### config.mk
export PLATFORM = sky130hd
export DESIGN_NAME = pipeline_ex_unit
export DESIGN_NICKNAME = d
export VERILOG_FILES = /design/src/rtl/pipeline_ex_unit.sv
export SDC_FILE = /design/constraint.sdc
export NUM_CORES = 1
export LEC_CHECK = 0
export ABC_AREA = 0
export BUFFER_PORTS_ARGS = -buffer_cell sky130_fd_sc_hd__buf_2
export CAP_MARGIN = 25
export CORE_UTILIZATION = 45
export CTS_CLUSTER_SIZE = 10
export DETAILED_ROUTE_END_ITERATION = 8
export GPL_TIMING_DRIVEN = 1
export PLACE_DENSITY = 0.74
export SETUP_SLACK_MARGIN = 0.2
export SLEW_MARGIN = 20
export SYNTH_ARGS = -nofsm -noshare
export SYNTH_HDL_FRONTEND = slang
export SYNTH_SLANG_ARGS = --single-unit
### constraint.sdc
create_clock -name clk -period 8.92 [get_ports clk]
set_input_delay 1.784 -clock clk [delete_from_list [all_inputs] [get_ports clk]]
set_output_delay 1.784 -clock clk [all_outputs]
set_load 0.005 [all_outputs]
### src/rtl/pipeline_ex_unit.sv
// pipeline_ex_unit: execute stage with a registered EX/MEM output slot.
// Accepts one decoded operation per valid/ready handshake. It computes the
// ALU result, zero flag, branch target (pc+imm) and pc+4. Results are held
// in an output slot until downstream consumes them.
// Optional iterative MUL/MULHU/DIVU/REMU unit: define EX_MULDIV_EN.
// Without EX_MULDIV_EN, ops 16-19 are reported illegal in one cycle.
//
// Ports:
//   clk, rst                  clock, synchronous active-high reset
//   flush                     kill held result and any in-flight multi-cycle op
//   in_valid / in_ready       input handshake
//   pc_in, rs1_in, rs2_in,
//   imm_in, alusrc_b_in,
//   op_in                     decoded operation
//   out_valid / out_ready     output slot handshake
//   alu_out, zero_out,
//   pc_tgt_out, pc4_out,
//   rs2_out, illegal_out      output slot fields
module pipeline_ex_unit #(
  parameter int unsigned XLEN = 32
) (
  input  logic            clk,
  input  logic            rst,
  input  logic            flush,
  input  logic            in_valid,
  output logic            in_ready,
  input  logic [XLEN-1:0] pc_in,
  input  logic [XLEN-1:0] rs1_in,
  input  logic [XLEN-1:0] rs2_in,
  input  logic [XLEN-1:0] imm_in,
  input  logic            alusrc_b_in,
  input  logic [4:0]      op_in,
  output logic            out_valid,
  input  logic            out_ready,
  output logic [XLEN-1:0] alu_out,
  output logic            zero_out,
  output logic [XLEN-1:0] pc_tgt_out,
  output logic [XLEN-1:0] pc4_out,
  output logic [XLEN-1:0] rs2_out,
  output logic            illegal_out
);

  localparam int unsigned SHW = $clog2(XLEN);

  localparam logic [4:0] OP_ADD   = 5'd0;
  localparam logic [4:0] OP_SUB   = 5'd1;
  localparam logic [4:0] OP_AND   = 5'd2;
  localparam logic [4:0] OP_OR    = 5'd3;
  localparam logic [4:0] OP_XOR   = 5'd4;
  localparam logic [4:0] OP_SLL   = 5'd5;
  localparam logic [4:0] OP_SRL   = 5'd6;
  localparam logic [4:0] OP_SRA   = 5'd7;
  localparam logic [4:0] OP_SLT   = 5'd8;
  localparam logic [4:0] OP_SLTU  = 5'd9;
  localparam logic [4:0] OP_MUL   = 5'd16;
  localparam logic [4:0] OP_MULHU = 5'd17;
  localparam logic [4:0] OP_DIVU  = 5'd18;
  localparam logic [4:0] OP_REMU  = 5'd19;

  logic [XLEN-1:0] op_b;
  logic [XLEN-1:0] alu_c;
  logic [XLEN-1:0] pc_tgt_c;
  logic [XLEN-1:0] pc4_c;
  logic            illegal_c;
  logic            is_md_c;
  logic            slot_free;
  logic            accept;
  logic            load_single;

  // Single-cycle ALU and operation classification.
  always_comb begin
    op_b      = alusrc_b_in ? imm_in : rs2_in;
    alu_c     = '0;
    illegal_c = 1'b0;
    is_md_c   = 1'b0;
    case (op_in)
      OP_ADD:  alu_c = rs1_in + op_b;
      OP_SUB:  alu_c = rs1_in - op_b;
      OP_AND:  alu_c = rs1_in & op_b;
      OP_OR:   alu_c = rs1_in | op_b;
      OP_XOR:  alu_c = rs1_in ^ op_b;
      OP_SLL:  alu_c = rs1_in << op_b[SHW-1:0];
      OP_SRL:  alu_c = rs1_in >> op_b[SHW-1:0];
      OP_SRA:  alu_c = XLEN'($signed(rs1_in) >>> op_b[SHW-1:0]);
      OP_SLT:  alu_c = XLEN'($signed(rs1_in) < $signed(op_b));
      OP_SLTU: alu_c = XLEN'(rs1_in < op_b);
      OP_MUL, OP_MULHU, OP_DIVU, OP_REMU: begin
`ifdef EX_MULDIV_EN
        is_md_c   = 1'b1;
`else
        illegal_c = 1'b1;
`endif
      end
      default: illegal_c = 1'b1;
    endcase
  end

  assign pc_tgt_c  = pc_in + imm_in;
  assign pc4_c     = pc_in + XLEN'(4);
  assign slot_free = !out_valid || out_ready;

`ifdef EX_MULDIV_EN
  localparam int unsigned CW = $clog2(XLEN + 1);

  typedef enum logic {
    S_IDLE = 1'b0,
    S_BUSY = 1'b1
  } state_t;

  state_t          state_q;
  state_t          state_d;
  logic [CW-1:0]   cnt_q;
  logic [XLEN-1:0] md_a_q;    // multiplicand or divisor
  logic [XLEN-1:0] md_hi_q;   // product high / partial remainder
  logic [XLEN-1:0] md_lo_q;   // multiplier->product low / dividend->quotient
  logic [1:0]      md_op_q;   // [1]: divide, [0]: take high/remainder half
  logic [XLEN-1:0] pend_pc_tgt_q;
  logic [XLEN-1:0] pend_pc4_q;
  logic [XLEN-1:0] pend_rs2_q;
  logic            md_start;
  logic            md_step;
  logic            md_done;
  logic [XLEN:0]   mul_sum;
  logic [XLEN:0]   div_shift;
  logic [XLEN:0]   div_diff;
  logic [XLEN-1:0] step_hi;
  logic [XLEN-1:0] step_lo;
  logic [XLEN-1:0] md_res;

  assign in_ready = (state_q == S_IDLE) && slot_free && !flush;
  assign md_start = accept && is_md_c;

  // FSM state register.
  always_ff @(posedge clk) begin
    if (rst) state_q <= S_IDLE;
    else     state_q <= state_d;
  end

  // FSM next state; flush aborts a running operation.
  always_comb begin
    state_d = state_q;
    case (state_q)
      S_IDLE: if (md_start) state_d = S_BUSY;
      S_BUSY: if (flush || cnt_q == '0) state_d = S_IDLE;
      default: state_d = S_IDLE;
    endcase
  end

  // FSM outputs: iterate while the counter runs, complete when it hits zero.
  always_comb begin
    md_step = 1'b0;
    md_done = 1'b0;
    if (state_q == S_BUSY && !flush) begin
      if (cnt_q != '0) md_step = 1'b1;
      else             md_done = 1'b1;
    end
  end

  // One radix-2 step: shift-add multiply or restoring divide.
  always_comb begin
    mul_sum   = {1'b0, md_hi_q} + (md_lo_q[0] ? {1'b0, md_a_q} : '0);
    div_shift = {md_hi_q, md_lo_q[XLEN-1]};
    div_diff  = div_shift - {1'b0, md_a_q};
    if (!md_op_q[1]) begin
      step_hi = mul_sum[XLEN:1];
      step_lo = {mul_sum[0], md_lo_q[XLEN-1:1]};
    end else if (!div_diff[XLEN]) begin
      step_hi = div_diff[XLEN-1:0];
      step_lo = {md_lo_q[XLEN-2:0], 1'b1};
    end else begin
      step_hi = div_shift[XLEN-1:0];
      step_lo = {md_lo_q[XLEN-2:0], 1'b0};
    end
  end

  // Zero divisor naturally yields all-ones quotient and remainder = dividend.
  assign md_res = md_op_q[0] ? md_hi_q : md_lo_q;

  // Multi-cycle operand/accumulator registers and held side fields.
  always_ff @(posedge clk) begin
    if (rst) begin
      cnt_q         <= '0;
      md_a_q        <= '0;
      md_hi_q       <= '0;
      md_lo_q       <= '0;
      md_op_q       <= '0;
      pend_pc_tgt_q <= '0;
      pend_pc4_q    <= '0;
      pend_rs2_q    <= '0;
    end else if (md_start) begin
      cnt_q         <= CW'(XLEN);
      md_a_q        <= op_in[1] ? op_b : rs1_in;
      md_lo_q       <= op_in[1] ? rs1_in : op_b;
      md_hi_q       <= '0;
      md_op_q       <= op_in[1:0];
      pend_pc_tgt_q <= pc_tgt_c;
      pend_pc4_q    <= pc4_c;
      pend_rs2_q    <= rs2_in;
    end else if (md_step) begin
      cnt_q   <= cnt_q - CW'(1);
      md_hi_q <= step_hi;
      md_lo_q <= step_lo;
    end
  end
`else
  assign in_ready = slot_free && !flush;
`endif

  assign accept      = in_valid && in_ready;
  assign load_single = accept && !is_md_c;

  // Output slot: reset > flush > load > consume.
  always_ff @(posedge clk) begin
    if (rst) begin
      out_valid   <= 1'b0;
      alu_out     <= '0;
      zero_out    <= 1'b1;
      pc_tgt_out  <= '0;
      pc4_out     <= '0;
      rs2_out     <= '0;
      illegal_out <= 1'b0;
    end else if (flush) begin
      out_valid <= 1'b0;
    end else if (load_single) begin
      out_valid   <= 1'b1;
      alu_out     <= alu_c;
      zero_out    <= (alu_c == '0);
      pc_tgt_out  <= pc_tgt_c;
      pc4_out     <= pc4_c;
      rs2_out     <= rs2_in;
      illegal_out <= illegal_c;
`ifdef EX_MULDIV_EN
    end else if (md_done) begin
      out_valid   <= 1'b1;
      alu_out     <= md_res;
      zero_out    <= (md_res == '0);
      pc_tgt_out  <= pend_pc_tgt_q;
      pc4_out     <= pend_pc4_q;
      rs2_out     <= pend_rs2_q;
      illegal_out <= 1'b0;
`endif
    end else if (out_ready) begin
      out_valid <= 1'b0;
    end
  end

endmodule
==> reports/summary.txt, run 1 <==
Top-count cell post-synth - nand2_1
Sequential-to-total area share from yosys stat - 16.2%
Max Cap Viol - 0
Synth Area per Inst - 7.51 um2
Row cnt - 69
# diodes - 0
Remaining routing DRC violations - 2
Drt total wl - 75800 um
Proportion of power drawn by combinational gates - 44.0%
Failing checks - design-rule violations
Layout cell share with drive strength beyond 1 - 18.7%
Reg2Reg Launch Point - out_valid
EDFF count, synth - 0
Final Cycle Share - 80.0%
Final Setup Violations - 0
Die width - 192 um
Vias/cell - 6.83
Max FO, Critical Path - 27
Post-route ant nets - 0
CP endpoint kind - register
Fin nets - 2603
Pre-antenna DRT Iters - 9
Clock power share - 30.6%
Synth unique cells - 87
Largest net degree at the start of global routing - 100
Final Util - 52.1%
PostCTS Resize Cnt - 0
Power per cell area - 137 nW/um2
Hold Buf Count CTS - 0
Internal power - 0.00150 W
Final Skew - 0.00770 ns
Top cells by area, synth - dfxtp_1 16%, ha_1 10%, mux4_2 8.7%
Fin. Hold Viols - 0
Fmax - 140 MHz
Worst setup SP type - primary input
CP Class - primary input to register
Peak supply drop - 0.143 mV
Post-Layout Cell Count - 2804
Post-CTS setup buffers - 0
Final min period - 7.13 ns
Status - complete, but fails checks
Post-synth top cells - 245 x nand2_1, 214 x nor2_1, 185 x a21oi_1
Area Overhead vs Synth - 13.9%
I/O Pins - 271
First-pass GRT wire length - 110000 um
CTS tree - done
Starting density of the core - 45.7%
# placed instances - 2771
Mapped Area - 16200 um2
Crit path from - alusrc_b_in
Top-area cell type share of the netlist area - 16.2%
Setup TNS - 0 ns
IO Port Bufs - 270
Dominant synthesized flop cell - dfxtp_1
Clock slew at reported path FFs - 0.06 ns
Clock Latency Late Sink - 0.43 ns
Die area - 36800 um2
Slew @ Worst Pin - 1.06 ns
GRT overflow - 0
Global-route usage over all layers - 40.0%
DR vias - 19100
Switching share of total power - 40.6%
Async SR Flop Fraction - 0%
Fillers - 3485
Worst slew margin - 29.3%
Vias in the first global route - 17300
Hold_sp - pc_tgt_out[12]
Clock Tree Buf Depth - 2
Post-Syn Instances - 2160
Final Max Slew Viols - 0
Leak - 8.06 nW
H-Tree Depth - 4
Yosys warns - 0
CTS Sinks - 131
Routed WL per cell - 27.0 um
HP Class - register to register
Sequential Power Share - 25.4%
CTS Buf Count - 17
Syn nets - 2433
#FFs+latches synth - 131
HPWL Detailed - 57800 um
First DRT Iteration DRCs - 2586
Core area - 35500 um2
Yosys top cell by area - dfxtp_1
CTS Root Buffer Type - clkbuf_16
Initial antenna violation count - 1
Gpl congestion - 1.06
NetSw - 0.00102 W
CP arrival - 7.49 ns
Req. time, crit path - 9.28 ns
RSZ-0062 raised after global routing - false
Die H - 192 um
-- stage by stage --
stage          instance area [um2]  total power [W]  worst slack, ns  hold slack, ns
6_report                     18500          0.00252             1.79           0.448
5_1_grt                      18500          0.00263             1.59           0.471
4_1_cts                      18500          0.00249             1.96           0.450
3_5_place_dp                 17800          0.00172             1.56           0.442
3_3_place_gp                 17800          0.00171             1.59           0.437
2_1_floorplan                16200          0.00135             1.75           0.448
-- layout make-up --
| class | instances | area [um2] | share of cell area [%] |
|---|---|---|---|
| clock buffer | 18 | 439 | 2.38 |
| tap | 461 | 577 | 3.12 |
| sequential | 131 | 2620 | 14.2 |
| clock inverter | 14 | 201 | 1.09 |
| timing repair buffer | 296 | 1550 | 8.37 |
| inverter | 123 | 464 | 2.51 |
| multi-input combinational | 1761 | 12600 | 68.3 |
-- worst max-delay path, cell delays in order --
cell       delay (ns)
buf_2            0.29
buf_4            0.49
mux2i_1          0.37
ha_1             0.40
nor2_1           0.15
a221o_1          0.19
o2111ai_1        0.23
a2111oi_1        0.93
o2111ai_1        0.35
a2111o_1         0.49
o311ai_0         0.11
or3b_1           0.41
or4_1            0.61
or4_1            0.53
o21ai_1          0.14
-- cell families after synthesis --
family | after synthesis | synth area share, %
buffers and inverters | 268 | 6.46
XOR/XNOR | 52 | 2.81
AND/OR/NAND/NOR | 725 | 20.4
flip-flops | 131 | 16.2
multiplexers | 158 | 14.7
adder cells (fa/ha/maj) | 134 | 10.5
AO/OA/AOI/OAI | 692 | 29.0
-- cell usage in the layout (no fill, tap or decap), drive strengths merged, types with 13 or more instances in the layout --
cell type  netlist  final
a211o           20     20
a211oi          69     69
a21o            43     43
a21oi          185    185
a221oi          22     22
a22oi           14     14
a31oi           19     19
and3            24     24
buf             39    296
clkbuf         106     18
dfxtp          131    131
ha             131    131
inv            120    123
mux2i           94     94
mux4            63     63
nand2          246    246
nand3           62     62
nand4           13     13
nor2           214    214
nor2b           13     13
nor3            58     58
nor4            13     13
o2111ai         17     17
o211ai          31     31
o21a            13     13
o21ai          107    107
o22ai           24     24
o31ai           14     14
or3             16     16
xnor2           32     32
xor2            20     20
-- power groups by stage --
stage               clock, W  combinational (W)  sequential, W
global placement           0            0.00106       0.000653
CTS                 0.000780            0.00107       0.000641
detailed placement         0            0.00106       0.000654
global route        0.000808            0.00118       0.000646
floorplan                  0           0.000691       0.000656
finish              0.000772            0.00111       0.000642
-- per-layer routing --
metal	global-route usage (%)	up-vias	part of all wire, %
met3	8.95	276	10
met5	0	-	0.017
met4	20.8	2	6.1
li1	-	8412	-
met1	52.7	9136	40
met2	60.9	1320	44
-- registers in the layout, indices dropped and copies added, names as in the netlist --
signal,count
out_valid,1
illegal_out,1
pc4_out,32
rs2_out,32
pc_tgt_out,32
alu_out,32
zero_out,1
-- path summary, 6_finish.rpt --
kind,to,slack (ns),cells after the start
worst max-delay path,zero_out,1.79,15
worst min-delay path,pc_tgt_out[12],0.45,2
worst max register to register,zero_out,4.90,11
worst min register to register,pc_tgt_out[12],0.45,2
Note: power is estimated with default switching activity, not from simulation.
==> run 2: changes to the inputs <==
PLACE_DENSITY = 0.77   (was 0.74)
clock period = 6.06 ns   (was 8.92 ns; I/O delays follow)
==> run 2 against run 1 <==
Compared with the run above:
- the run still ends with design-rule violations left
- design area up 5.9%
- flip-flop and latch count unchanged
- clock skew down 0.0019 ns
- sequential share of layout area down 0.79 points
- routed wire length up 3.0%
- via count up 2.3%
- critical path type unchanged
- register-to-register slack worse by 2.7 ns
- core utilization up 3.1 points
- final cell count up 4.8%
- combinational power up 60%
- sequential power up 47%
- worst hold slack better by 0.0046 ns
==> reports/summary.txt, run 2 (synthesis gave the netlist of run 1 again) <==
Status - complete, but fails checks
Failing checks - design-rule violations
Row cnt - 69 (unchanged)
Die width - 192 um (unchanged)
Final WS setup - 0.417 ns (-1.37 ns)
Post-Layout Cell Count - 2939 (+4.8%)
Core area - 35500 um2 (unchanged)
Final min period - 5.64 ns
DR vias - 19600 (+2.3%)
Setup TNS - 0 ns (unchanged)
Initial antenna violation count - 3 (+2)
Final Setup Violations - 0 (unchanged)
Worst r2r path cells - 11 (unchanged)
Post-CTS setup buffers - 0 (unchanged)
Final Cycle Share - 93.1%
CTS Sinks - 131 (unchanged)
First DRT Iteration DRCs - 2137 (-17%)
Leak - 8.73 nW (+8.3%)
GRT overflow - 0 (unchanged)
Hold Buf Count CTS - 0 (unchanged)
Peak supply drop - 0.214 mV (+50%)
Hold Path Sink - rs2_out[30]
Die H - 192 um (unchanged)
Starting density of the core - 45.7% (unchanged)
CTS tree - done
Hold_sp - rs2_out[30]
Most frequent cells in the layout - 269 x buf_2, 244 x nand2_1, 211 x nor2_1, 185 x a21oi_1, 156 x buf_4
I/O Pins - 271 (unchanged)
Layout cell share with drive strength beyond 1 - 23.1% (+4.5 points)
HP Class - register to register
First-pass GRT wire length - 114000 um (+3.1%)
Fmax - 177 MHz
Die area - 36800 um2 (unchanged)
Vias/cell - 6.66 (-2.4%)
Final Skew - 0.00578 ns (-0.00192 ns)
Gpl congestion - 1.08 (+2.1%)
PostCTS Resize Cnt - 0 (unchanged)
Pre-antenna DRT Iters - 9 (unchanged)
H-Tree Depth - 4 (unchanged)
CP endpoint kind - register
Slowest stage delay, CP - 0.59 ns (-0.34 ns)
CP arrival - 6.00 ns (-1.49 ns)
Vias in the first global route - 18000 (+4.3%)
Worst slew margin - 31.8% (+2.6 points)
Power per cell area - 194 nW/um2 (+42%)
Max Cap Viol - 0 (unchanged)
R2R Setup Slk - 2.21 ns (-2.69 ns)
Req. time, crit path - 6.42 ns (-2.86 ns)
Worst setup SP type - primary input
Fin nets - 2738 (+5.2%)
Drt total wl - 78100 um (+3.0%)
RR Endpoint - zero_out
Area Overhead vs Synth - 20.6%
Slew @ Worst Pin - 1.02 ns (-0.0387 ns)
Critical path buffers and inverters - 8 (+6)
Fin. Hold Viols - 0 (unchanged)
IO Port Bufs - 270 (unchanged)
Max FO, Critical Path - 24 (-11%)
Cells on Worst Hold Path - 2 (unchanged)
Clock Latency Late Sink - 0.42 ns (about the same)
Crit-path cells - buf_2 > buf_12 > mux2i_4 > buf_4 > inv_2 > buf_4 > mux4_2 > mux2i_1 > buf_4 > mux2i_1 > a221oi_1 > buf_4 > inv_1 > a2111oi_0 > o2111ai_1 > or4_1 > or4_1 > o21ai_1
Remaining routing DRC violations - 3 (+1)
# placed instances - 2907 (+4.9%)
Clock slew at reported path FFs - 0.05 ns (about the same)
Global-route usage over all layers - 41.4% (+1.3 points)
Final Util - 55.2% (+3.1 points)
Dpl ws - 0.154 ns (-1.40 ns)
Post-route ant nets - 0 (unchanged)
RSZ-0062 raised after global routing - false
Cell mode on critical path - buf_4
Commonest non-fill, non-tap cell in the layout - buf_2
Clock Tree Buf Depth - 2 (unchanged)
Largest net degree at the start of global routing - 99 (-1.0%)
Final Max Slew Viols - 0 (unchanged)
Routed WL per cell - 26.6 um (-1.7%)
CTS Root Buffer Type - clkbuf_16
CP max-delay cell - or4_1
Crit-path leading delay family - buffers and inverters
Reg2Reg Launch Point - out_valid
HPWL Detailed - 61000 um (+5.5%)
CTS Buf Count - 17 (unchanged)
CP Class - primary input to register
run 2: changes by cell type in the layout (fill, tap and decap cells not counted), sizes merged:
cell	change
inv	-2
buf	+135
bufinv	-1
clkinv	-2
diode	+1
clkbuf	+4
run 2: cell type report:
| class | instances | area, um2 |
|---|---|---|
| Timing Repair Buffer | 431 | 2640 |
| Sequential cell | 131 | 2620 |
| Inverter | 123 | 464 |
| Antenna cell | 1 | 2.50 |
| Clock inverter | 9 | 126 |
| Clock buffer | 22 | 484 |
| Multi-Input combinational cell | 1761 | 12700 |
| Fill cell | 3480 | 15900 |
| Tap cell | 461 | 577 |
run 2: through the flow:
stage	area [um2]	power (W)	hold WS, ns
CTS	19600	0.00375	0.449
detailed placement	19000	0.00267	0.441
global route	19600	0.00396	0.460
finish	19600	0.00380	0.452
global placement	19000	0.00266	0.437
floorplan	16400	0.00200	0.448
run 2: layer usage:
| metal | vias to the layer above | global-route usage (%) | part of all wire, % |
|---|---|---|---|
| li1 | 8665 | - | - |
| met3 | 289 | 9.14 | 9.6 |
| met1 | 9354 | 53.3 | 40 |
| met5 | - | 0 | 0.017 |
| met4 | 2 | 22.6 | 6.3 |
| met2 | 1267 | 63.9 | 44 |
run 2: worst max path at each step:
stage / from / endpoint / depth (start not counted)
after floorplan: alusrc_b_in / zero_out / 18
after global placement: alusrc_b_in / zero_out / 18
after detailed placement: alusrc_b_in / zero_out / 18
after CTS: alusrc_b_in / zero_out / 18
after global routing: alusrc_b_in / zero_out / 18
final: alusrc_b_in / zero_out / 18
run 2: worst min-delay path, stage by stage, from the launching register on:
cell	delay (ns)
dfxtp_1	0.30
nand2_1	0.05
a21oi_1	0.05
run 2: report_power, final:
part | total, W | internal [W] | switching [W]
logic | 0.00178 | 0.000693 | 0.00108
registers | 0.000944 | 0.000917 | 0.0000273
clock network | 0.00108 | 0.000687 | 0.000393
total | 0.00380 | 0.00230 | 0.00150
